$ cat config.mk
export PLATFORM = sky130hd
export DESIGN_NAME = ppu_fb_writer
export DESIGN_NICKNAME = d
export VERILOG_FILES = /design/src/rtl/ppu_pkg.sv /design/src/rtl/ppu_fb_fifo.sv /design/src/rtl/ppu_fb_writer.sv
export SDC_FILE = /design/constraint.sdc
export NUM_CORES = 1
export LEC_CHECK = 0
export CORE_MARGIN = 2
export CORE_UTILIZATION = 54
export CTS_BUF_LIST = sky130_fd_sc_hd__clkbuf_4
export CTS_CLUSTER_SIZE = 20
export DETAILED_ROUTE_END_ITERATION = 10
export HOLD_SLACK_MARGIN = 0.06
export PLACE_DENSITY = 0.8
export SYNTH_ARGS = -nofsm -noshare
export SYNTH_HDL_FRONTEND = slang
export SYNTH_SLANG_ARGS = --single-unit
export TNS_END_PERCENT = 50
$ cat constraint.sdc
create_clock -name clk -period 3.2 [get_ports clk]
set_input_delay 0.48 -clock clk [delete_from_list [all_inputs] [get_ports clk]]
set_output_delay 0.48 -clock clk [all_outputs]
set_load 0.1 [all_outputs]
$ cat src/rtl/ppu_pkg.sv
// Shared PPU definitions: mode encodings, LCD geometry and frame-writer FSM states.
// Pure declarations; no latency and no backpressure.
package ppu_pkg;

  typedef enum logic [1:0] {
    H_BLANK = 2'd0,
    V_BLANK = 2'd1,
    SCAN    = 2'd2,
    DRAW    = 2'd3
  } ppu_mode_e;

  typedef enum logic [1:0] {
    IDLE   = 2'd0,
    ACTIVE = 2'd1,
    DRAIN  = 2'd2
  } frame_state_e;

  localparam logic [7:0] LCD_W             = 8'd160;
  localparam logic [7:0] LCD_H             = 8'd144;
  localparam logic [7:0] FB_BYTES_PER_LINE = 8'd40;

endpackage

$ cat src/rtl/ppu_fb_fifo.sv
// Synchronous FIFO, head visible combinationally; push-to-head latency one cycle.
// A push into a full FIFO is taken only when a pop happens on the same edge.
module ppu_fb_fifo #(
  parameter int W     = 8,
  parameter int DEPTH = 4
) (
  input  logic         clk,
  input  logic         rst,
  input  logic         push,
  input  logic [W-1:0] din,
  input  logic         pop,
  output logic         full,
  output logic         empty,
  output logic [W-1:0] head
);

  localparam int AW = $clog2(DEPTH);

  logic [W-1:0] mem [DEPTH];
  logic [AW:0]  wr_ptr;
  logic [AW:0]  rd_ptr;
  logic         do_pop;
  logic         do_push;

  assign empty   = (wr_ptr == rd_ptr);
  assign full    = (wr_ptr[AW] != rd_ptr[AW]) && (wr_ptr[AW-1:0] == rd_ptr[AW-1:0]);
  assign do_pop  = pop && !empty;
  assign do_push = push && (!full || do_pop);
  assign head    = mem[rd_ptr[AW-1:0]];

  // Storage is cleared on reset so the head reads zero out of reset.
  always_ff @(posedge clk) begin
    if (rst) begin
      wr_ptr <= '0;
      rd_ptr <= '0;
      for (int i = 0; i < DEPTH; i++) mem[i] <= '0;
    end else begin
      if (do_push) begin
        mem[wr_ptr[AW-1:0]] <= din;
        wr_ptr              <= wr_ptr + 1'b1;
      end
      if (do_pop) rd_ptr <= rd_ptr + 1'b1;
    end
  end

endmodule

$ cat src/rtl/ppu_fb_writer.sv
// Packs PPU pixels four per byte into frame-buffer writes (BGP mapping under PPU_FB_PALETTE_EN).
// Byte visible one cycle after its 4th pixel; fb_ready stalls the FIFO head, overflow drops and flags.
module ppu_fb_writer
  import ppu_pkg::*;
#(
  parameter int FIFO_DEPTH = 4,
  parameter int FB_AW      = 13
) (
  input  logic             clk,
  input  logic             rst,
  input  logic [1:0]       px_in,
  input  logic             px_valid,
  input  logic [1:0]       ppu_mode,
  input  logic [7:0]       ly,
  input  logic [7:0]       bgp,
  output logic             fb_wr_en,
  output logic [FB_AW-1:0] fb_addr,
  output logic [7:0]       fb_data,
  input  logic             fb_ready,
  output logic             frame_done,
  output logic             px_drop,
  output logic             fifo_ovf
);

  ppu_mode_e    mode_cur;
  ppu_mode_e    mode_q;
  frame_state_e state_q;
  frame_state_e state_d;

  logic             draw_enter, draw_exit, vblank_enter, in_draw;
  logic [7:0]       x_q, x_eff;
  logic [7:0]       pack_q, pack_next;
  logic [1:0]       shade, k;
  logic             px_ok, accept, reject, byte_done, flush, push_req, ovf_evt;
  logic [FB_AW-1:0] ly_w, line_base, wr_addr;
  logic [FB_AW+7:0] push_dat, head;
  logic             full, empty;
  logic             unused_bgp;

  assign mode_cur   = ppu_mode_e'(ppu_mode);
  assign unused_bgp = ^bgp;

  always_comb begin
    in_draw      = (mode_cur == DRAW);
    draw_enter   = in_draw && (mode_q != DRAW);
    draw_exit    = (mode_q == DRAW) && !in_draw;
    vblank_enter = (mode_cur == V_BLANK) && (mode_q != V_BLANK);
    // A pixel on the DRAW-entry cycle is column 0 of the new line.
    x_eff        = draw_enter ? 8'd0 : x_q;
    px_ok        = (x_eff < LCD_W) && (ly < LCD_H);
    accept       = px_valid && in_draw && px_ok;
    reject       = px_valid && in_draw && !px_ok;
    k            = x_eff[1:0];
`ifdef PPU_FB_PALETTE_EN
    shade        = bgp[{px_in, 1'b0} +: 2];
`else
    shade        = px_in;
`endif
    // First pixel of a byte lands in the MSBs: shift by 2*(3-k).
    pack_next    = pack_q | (8'(shade) << {~k, 1'b0});
    byte_done    = accept && (k == 2'd3);
    flush        = draw_exit && (x_q[1:0] != 2'd0);
    push_req     = byte_done || flush;
    ly_w         = FB_AW'(ly);
    line_base    = (ly_w << 5) + (ly_w << 3);
    wr_addr      = line_base + FB_AW'(x_eff[7:2]);
    push_dat     = {wr_addr, (byte_done ? pack_next : pack_q)};
    ovf_evt      = push_req && full && !fb_ready;
  end

  always_ff @(posedge clk) begin
    if (rst) begin
      mode_q   <= H_BLANK;
      x_q      <= 8'd0;
      pack_q   <= 8'd0;
      px_drop  <= 1'b0;
      fifo_ovf <= 1'b0;
    end else begin
      mode_q <= mode_cur;
      if (accept)          x_q <= x_eff + 8'd1;
      else if (draw_enter) x_q <= 8'd0;
      if (push_req)        pack_q <= 8'd0;
      else if (accept)     pack_q <= pack_next;
      if (reject)  px_drop  <= 1'b1;
      if (ovf_evt) fifo_ovf <= 1'b1;
    end
  end

  ppu_fb_fifo #(
    .W     (FB_AW + 8),
    .DEPTH (FIFO_DEPTH)
  ) u_fifo (
    .clk   (clk),
    .rst   (rst),
    .push  (push_req),
    .din   (push_dat),
    .pop   (fb_ready),
    .full  (full),
    .empty (empty),
    .head  (head)
  );

  assign fb_wr_en = !empty;
  assign fb_addr  = head[FB_AW+7:8];
  assign fb_data  = head[7:0];

  always_ff @(posedge clk) begin
    if (rst) state_q <= IDLE;
    else     state_q <= state_d;
  end

  always_comb begin
    state_d = state_q;
    case (state_q)
      IDLE:    if (draw_enter && (ly == 8'd0)) state_d = ACTIVE;
      ACTIVE:  if (vblank_enter)               state_d = DRAIN;
      DRAIN:   if (empty)                      state_d = IDLE;
      default:                                 state_d = IDLE;
    endcase
  end

  always_comb begin
    frame_done = (state_q == DRAIN) && empty;
  end

endmodule

-- Word level (Yosys, flattened, before mapping)
Memories as Yosys holds them, arrays and structs flattened. A register that Yosys moved wholly into a read port is not among the register bits.
Index checks and enable logic that the tools add are counted.
- add/sub/neg operators: 5
- magnitude comparators: 2
- equal/unequal tests: 14
- shift operators: 1
- mux-type cells: 17
- bitwise logic cells: 2
- reduce and logical (&&, ||, !) cells: 29
- operators with widths (cell ; count):
    $mux W8 ; 3
    $mux W21 ; 1
    $reduce_or A21 Y1 ; 1
    $logic_and A1 B1 Y1 ; 16
    $lt A8 B8 Y1 const B ; 2
    $add A13 B11 Y13 ; 1
    $add A13 B6 Y13 ; 1
    $mux W2 ; 6
    $add A8 B1 Y8 const B ; 1
    $eq A2 B2 Y1 const B ; 4
    $logic_not A8 Y1 ; 1
    $ne A2 B2 Y1 const B ; 4
    $or A8 B8 Y8 ; 1
    $shl A2 B3 Y8 ; 1
    $add A3 B1 Y3 const B ; 2
    $mux W1 ; 6
    $pmux W2 S3 ; 1
    $logic_not A1 Y1 ; 5
    $eq A2 B1 Y1 const B ; 2
    $eq A3 B3 Y1 ; 1
    $reduce_and A3 Y1 ; 1
    $eq A2 B2 Y1 ; 1
    $logic_not A2 Y1 ; 1
    $logic_or A1 B1 Y1 ; 2
    5 further kinds ; 5
- bits in registers: 28
- memory bits (writable): 84
- input bits: 24
- word-level logic and storage cells: 79
- memories kept: 1
- memory list (name ; words ; bits a word ; rd ports ; clocked after Yosys merged registers in ; wr ports ; RTL line ; source):
    u_fifo.mem ; 4 ; 21 ; 1 ; 1 ; 4 ; ppu_fb_fifo.sv:19 ; logic [W-1:0] mem [DEPTH];

-- Longest topological paths before layout
Gate-level depths: netlist of the first run.
- word-level depth: 14
- mapped depth: 12

-- Modules after synthesis
A second synthesis of the first run with hierarchy kept.
- cells, all modules: 481
- area, all modules: 5733.0 um^2
- by module, submodules not included (module ; times used ; cells each ; area each (um^2) ; seq. area each (um^2)):
    ppu_fb_fifo ; 1 ; 286 ; 4096.4 ; 2682.6
    ppu_fb_writer ; 1 ; 195 ; 1636.6 ; 440.4

-- Worst setup path before layout of the first run
OpenSTA, ideal clock, no wires.
- path kind: register to output
- start point: register u_fifo.wr_ptr[0]
- end point: output port frame_done
- arrival: 4104 ps
- required time: 2720 ps
- slack: -1384 ps
- stages on the path, launching flop included: 5
- path buffers: 1
- path through: dfxtp_1 buf_2 xnor2_1 nand3_1 nor3b_1
- cells in the longest elaborated chain, start to end: 2
- ends and longest elaborated chain (item ; RTL line ; source):
    from (decl) ; ppu_fb_fifo.sv:20 ; logic [AW:0] wr_ptr;
    from (signal assigned) ; ppu_fb_fifo.sv:40 ; wr_ptr <= wr_ptr + 1'b1;
    $eq A3 B3 Y1 ; ppu_fb_fifo.sv:25 ; assign empty = (wr_ptr == rd_ptr);
    $logic_and A1 B1 Y1 ; ppu_fb_writer.sv:123 ; frame_done = (state_q == DRAIN) && empty;
    to (decl) ; ppu_fb_writer.sv:20 ; output logic frame_done,
Every way passes these cells.

==> impl_metrics.toml, run 1 <==
[place]
pre_cts_ws_ns = -0.368
dpl.hpwl_um = 7940
io_buffers = 40
gp_congestion = 0.838

[global_route]
grt_pass1_vias = 3849
grt.overflow.total = 0
grt_max_degree = 22
gr-usage-all-layers = 0.225
grt_first_pass_wirelength_um = 19100
antenna_found_initial = 0

[critical_path]
cp.arrival_ns = 3.43
startpoint_type = "primary input"
critPathMaxFanout = 4
cp.required_ns = 3.55
path_cells = "clkdlybuf4s50_1, and2_4, nand2_1, and2_1, ha_1, ha_1, inv_1, fa_1, nor2b_1, o31a_1, or4b_2, o311a_4, nor2_1"
critPathKind = "primary input to register"
max_stage_delay_ns = 0.64
crit_top_cell = "ha_1"
crit_slowest_cell = "or4b_2"
endpoint_kind = "register"

[run_status]
status = "complete, no violations"

[clock_tree]
htree_levels = 4
cts_tree = "built"
clockBufferDepth = 2
cts_buffers = 17
clk_latency_ns = 0.50
clk_pin_slew_ns = 0.11
clock_tree.root_cell = "clkbuf_4"
cts.sinks = 114

[synthesis]
syn_area_per_cell_sq_um = 11.9
synth.most_common_cell = "nor2_1"
synthDominantCellAreaShare = 0.462
syn-cell-area_sq_um = 5470
ys_seq_area_frac = 0.571
yosys_most_used_dff = "edfxtp_1"
synth-edff-count = 84
yosys-top-cells-count = "nor2_1 (101), edfxtp_1 (84), dfxtp_1 (30), mux4_2 (21), nand2_1 (21)"
post-synth-top-area-cell = "edfxtp_1"
synth.distinct_cells = 53
ys_async_sr_fraction = 0
synth_area_leaders = "edfxtp_1 (46%), dfxtp_1 (11%), mux4_2 (8.7%)"
ys_ff_latch = 114
ys_warn_count = 0
synthesis.nets = 504
syn_inst = 460

[floorplan]
die_area_sq_um = 10900
fp.dieW_um = 105
initial_core_util = 0.557
die_y_um = 105
ioPinCount = 49
row_count = 36
core_area_sq_um = 9820

[finish]
drive_above_1_share = 0.234
fill_cells = 744
multiInputGateArea_sq_um = 2240
seqCellArea_sq_um = 3120
diodes = 0
syn_to_final_growth_pct = 20.7
layout.nets = 587

[timing]
timing.final.crit_share = 0.962
finalClockSkew_ns = 0.0170
hold_viol_final = 0
finalSetupTns_ns = 0
setup_slack_ns = 0.121
setup_viol = 0
timing.slew.headroom = 0.351
fmax_mhz = 325
whs_ns = 0.490
tightest_slew_ns = 0.971
finalCriticalPeriod_ns = 3.08
rsz0062_at_grt = "false"
slew_violations = 0

[routing]
first_pass_iters = 5
drtIter0Drc = 277
antenna_left = 0
drc = 0
avgRoutedWirePerCell_um = 16.6
viasPerCell = 5.65
drt_wl_total_um = 11500
vias = 3891

[power_and_ir_drop]
p_leak_nw = 2.40
power_density_nw_per_um2 = 460
ir_drop_uv = 226
power_mw = 3.03

[run]
cap_violations = 0

[hold_path]
hold_path.class = "register to register"
critical path: cells and delay by family:
family                   cells  cell delay (ns)
AND/OR/NAND/NOR              6             1.22
adder cells (fa/ha/maj)      3             0.66
buffers and inverters        2             0.58
AO/OA/AOI/OAI                2             0.48
report_power, final:
part	internal, mW	switching, mW
logic	0.135	0.226
registers	1.62	0.0118
clock network	0.472	0.571
cells by family (layout without fill, tap and decap cells):
logic type      after synthesis  count (layout)  synth area share
compound gates               62              62            0.0753
xor+xnor                     14              14            0.0224
fa+ha+maj                    20              20            0.0485
buf+inv                      32             128            0.0245
flops                       114             114             0.571
mux                          23              23            0.0902
simple gates                195             195             0.168
metrics by stage:
step	std cells	area, sq um	utilization
final	689	6600	0.672
after global routing	689	6600	0.672
after CTS	687	6570	0.669
after detailed placement	655	6280	0.640
after global placement	655	6280	0.640
after floorplan	460	5480	-
cell type report:
| cell class | count | area share |
|---|---|---|
| Sequential cell | 114 | 0.473 |
| Tap cell | 133 | 0.0252 |
| Clock inverter | 15 | 0.0243 |
| Multi-Input combinational cell | 314 | 0.339 |
| Timing Repair Buffer | 84 | 0.112 |
| Clock buffer | 17 | 0.0193 |
| Inverter | 12 | 0.00683 |
worst paths after layout:
path          startpoint                end  slack, ns  depth (start not counted)
max          ppu_mode[0]  u_fifo.mem[0][18]       0.12                         13
min              px_drop            px_drop       0.49                          2
max reg2reg    mode_q[1]  u_fifo.mem[0][18]       0.25                         11
min reg2reg      px_drop            px_drop       0.49                          2
timing repair:
action / 4_1_cts / 5_1_grt
hold buffers: 0 / 0
resized for setup: 0 / 2
buffers inserted: 0 / 2
setup endpoints to repair: 0 / 5
sequential cells by signal, summed over array words and instances, names as in the netlist, named ones only:
signal / cells
u_fifo.mem: 84
u_fifo.rd_ptr: 3
state_q: 2
u_fifo.wr_ptr: 3
mode_q: 2
pack_q: 8
fifo_ovf: 1
x_q: 8
px_drop: 1
metal layers:
layer  track usage  vias up  routed length (um)
li1              -     1881                   -
met1         0.292     1840                4680
met2         0.375      144                5770
met3        0.0580       26                 773
met4        0.0695        0                 244
met5             0        -                   0
placed cells by master, fill, tap and decap left out, types with 3 or more instances in the layout:
master,n
nor2_1,101
edfxtp_1,84
buf_4,62
dfxtp_1,30
nand2_1,21
mux4_2,21
a21oi_1,19
ha_1,18
clkbuf_4,17
clkdlybuf4s50_1,17
nor3_1,14
inv_1,12
nand3_1,12
a31oi_1,10
o21ai_0,8
xnor2_1,7
nor4_1,7
xor2_1,7
and2_1,6
nor2b_1,6
nand2b_1,6
clkinv_4,5
buf_12,5
a41oi_1,4
nand3b_1,4
a21o_1,3
(Power assumes the default switching activity.)
==> run 2, diff against run 1 <==
PLACE_DENSITY = default   (was 0.8)
PLACE_DENSITY_LB_ADDON = 0.3   (was default)
SYNTH_HIERARCHICAL = 1   (was default)
TNS_END_PERCENT = 100   (was 50)
==> impl_metrics.toml, run 2 <==
[run_status]
status = "complete, no violations"

[finish]
syn_to_final_growth_pct = 18.0
stdcell_area_sq_um = 6770
fill_cells = 758
largestRegisters = "u_fifo/mem x84, pack_q x8, x_q x8"
final_cell_mix = "edfxtp_1 (84), nor3_1 (68), buf_4 (60), nor2_1 (46), inv_1 (31)"
layout.cells.non_filler = 704
layout.nets = 598
layout_commonest_cell = "edfxtp_1"
largest_reg_flops = 84
diodes = 0
multiInputGateArea_sq_um = 2390
drive_above_1_share = 0.241
largest_register = "u_fifo/mem"
seqCellArea_sq_um = 3120
utilization = 0.656

[clock_tree]
clk_pin_slew_ns = 0.10
cts_buffers = 17
cts.sinks = 114
clockBufferDepth = 2
cts_tree = "built"
clock_tree.root_cell = "clkbuf_4"
clk_latency_ns = 0.51
htree_levels = 4
cts_setup_buffers = 0

[routing]
drc = 0
first_pass_iters = 5
avgRoutedWirePerCell_um = 16.8
vias = 4029
viasPerCell = 5.72
drt_wl_total_um = 11800
drtIter0Drc = 244
antenna_left = 0

[critical_path]
crit_slowest_cell = "clkdlybuf4s50_1"
max_stage_delay_ns = 0.42
critPathKind = "primary input to register"
endpoint_kind = "register"
critPathMaxFanout = 4
startpoint_type = "primary input"
path_cells = "clkdlybuf4s50_1, and2_2, nand2_1, nand2_1, xnor2_1, ha_1, fa_1, a21o_1, a221o_1, o41ai_2, xnor2_1, inv_1, nor3_1"
cp.required_ns = 3.53
cp.arrival_ns = 3.34

[power_and_ir_drop]
p_leak_nw = 2.46
power_frac_clock = 0.297
netSwitchingPower_mw = 1.07
p_int_mw = 2.31
power_frac_seq = 0.485
ir_drop_uv = 301
combPwrFrac = 0.218
switching_share = 0.317
power_density_nw_per_um2 = 501
power_mw = 3.39

[floorplan]
fp.dieW_um = 107
row_count = 37
initial_core_util = 0.555
die_area_sq_um = 11500
core_area_sq_um = 10300
die_y_um = 107
ioPinCount = 49

[global_route]
antenna_found_initial = 0
gr-usage-all-layers = 0.220
grt_pass1_vias = 3997
grt_max_degree = 41
grt_first_pass_wirelength_um = 19400
grt.overflow.total = 0

[place]
io_buffers = 40
place_area_sq_um = 6490
place_inst = 672
pre_cts_ws_ns = -0.383
gp_congestion = 0.872
dpl.hpwl_um = 8020

[timing]
finalClockSkew_ns = 0.0176
tightest_slew_ns = 0.967
setup_slack_ns = 0.192
timing.slew.headroom = 0.354
setup_viol = 0
finalSetupTns_ns = 0
hold_viol_final = 0
fmax_mhz = 332
whs_ns = 0.482
slew_violations = 0
rsz0062_at_grt = "false"
finalCriticalPeriod_ns = 3.01
timing.final.crit_share = 0.940

[synthesis]
ys_warn_count = 6
synthesis.nets = 524
ys_async_sr_fraction = 0
synth.distinct_cells = 57
syn_inst = 481
yosys-top-cells-count = "edfxtp_1 (84), nor3_1 (68), nor2_1 (46), inv_1 (31), dfxtp_1 (30)"
yosys_most_used_dff = "edfxtp_1"
synth_area_leaders = "edfxtp_1 (44%), dfxtp_1 (10%), mux4_2 (8.2%)"
synth.most_common_cell = "edfxtp_1"
synth-edff-count = 84
synthDominantCellAreaShare = 0.440
syn_area_per_cell_sq_um = 11.9
ys_ff_latch = 114
post-synth-top-area-cell = "edfxtp_1"
ys_seq_area_frac = 0.545
syn-cell-area_sq_um = 5730

[run]
cap_violations = 0

[hold_path]
hold_path.class = "register to register"
-- run 2: what timing repair did --
| item | 4_1_cts | 5_1_grt |
|---|---|---|
| hold buffers | 0 | 0 |
| gates resized for setup | 0 | 1 |
| endpoints found under the setup margin | 0 | 2 |
-- run 2: area by class of cell --
cell class,count,share of cell area
Inverter,32,0.0177
Sequential cell,114,0.461
Timing Repair Buffer,80,0.102
Multi-Input combinational cell,310,0.354
Tap cell,136,0.0251
Clock buffer,17,0.0189
Clock inverter,15,0.0211
-- run 2: cell families (layout without fill, tap and decap cells) --
family	count (synthesis)	in the layout	share of synthesized area
multiplexers	29	29	0.0973
AND/OR/NAND/NOR	178	178	0.155
AO/OA/AOI/OAI	69	69	0.0960
flip-flops	114	114	0.545
buffers and inverters	57	144	0.0410
XOR/XNOR	15	15	0.0229
adder cells (fa/ha/maj)	19	19	0.0428
-- run 2: power groups by stage --
| stage | Combinational, mW | Clock (mW) | Sequential (mW) |
|---|---|---|---|
| 3_3_place_gp | 0.731 | 0 | 1.67 |
| 3_5_place_dp | 0.739 | 0 | 1.68 |
| 6_report | 0.738 | 1.01 | 1.64 |
| 4_1_cts | 0.741 | 1.02 | 1.64 |
| 2_1_floorplan | 0.550 | 0 | 1.68 |
| 5_1_grt | 0.781 | 1.09 | 1.65 |
-- run 2: per-layer routing --
| metal | global-route usage | share of wire | wire (um) | vias up |
|---|---|---|---|---|
| met4 | 0.0677 | 0.011 | 127 | 0 |
| li1 | - | - | - | 1965 |
| met5 | 0 | 0 | 0 | - |
| met3 | 0.0480 | 0.047 | 556 | 9 |
| met1 | 0.292 | 0.44 | 5190 | 1947 |
| met2 | 0.365 | 0.50 | 5960 | 108 |
-- run 2: worst max-delay path: cells and delay by family --
| family | cells | cell delay, ns |
|---|---|---|
| compound gates | 3 | 0.78 |
| xor+xnor | 2 | 0.30 |
| fa+ha+maj | 2 | 0.61 |
| buf+inv | 2 | 0.52 |
| simple gates | 4 | 0.64 |
-- run 2: worst paths after layout --
kind / cells past startpoint / startpoint / to / slack, ns
hold reg to reg: 2 / pack_q[2] / pack_q[2] / 0.48
setup / recovery: 13 / ppu_mode[1] / u_fifo/mem[1][20] / 0.19
setup reg to reg: 12 / mode_q[1] / u_fifo/mem[1][20] / 0.28
hold / removal: 2 / pack_q[2] / pack_q[2] / 0.48
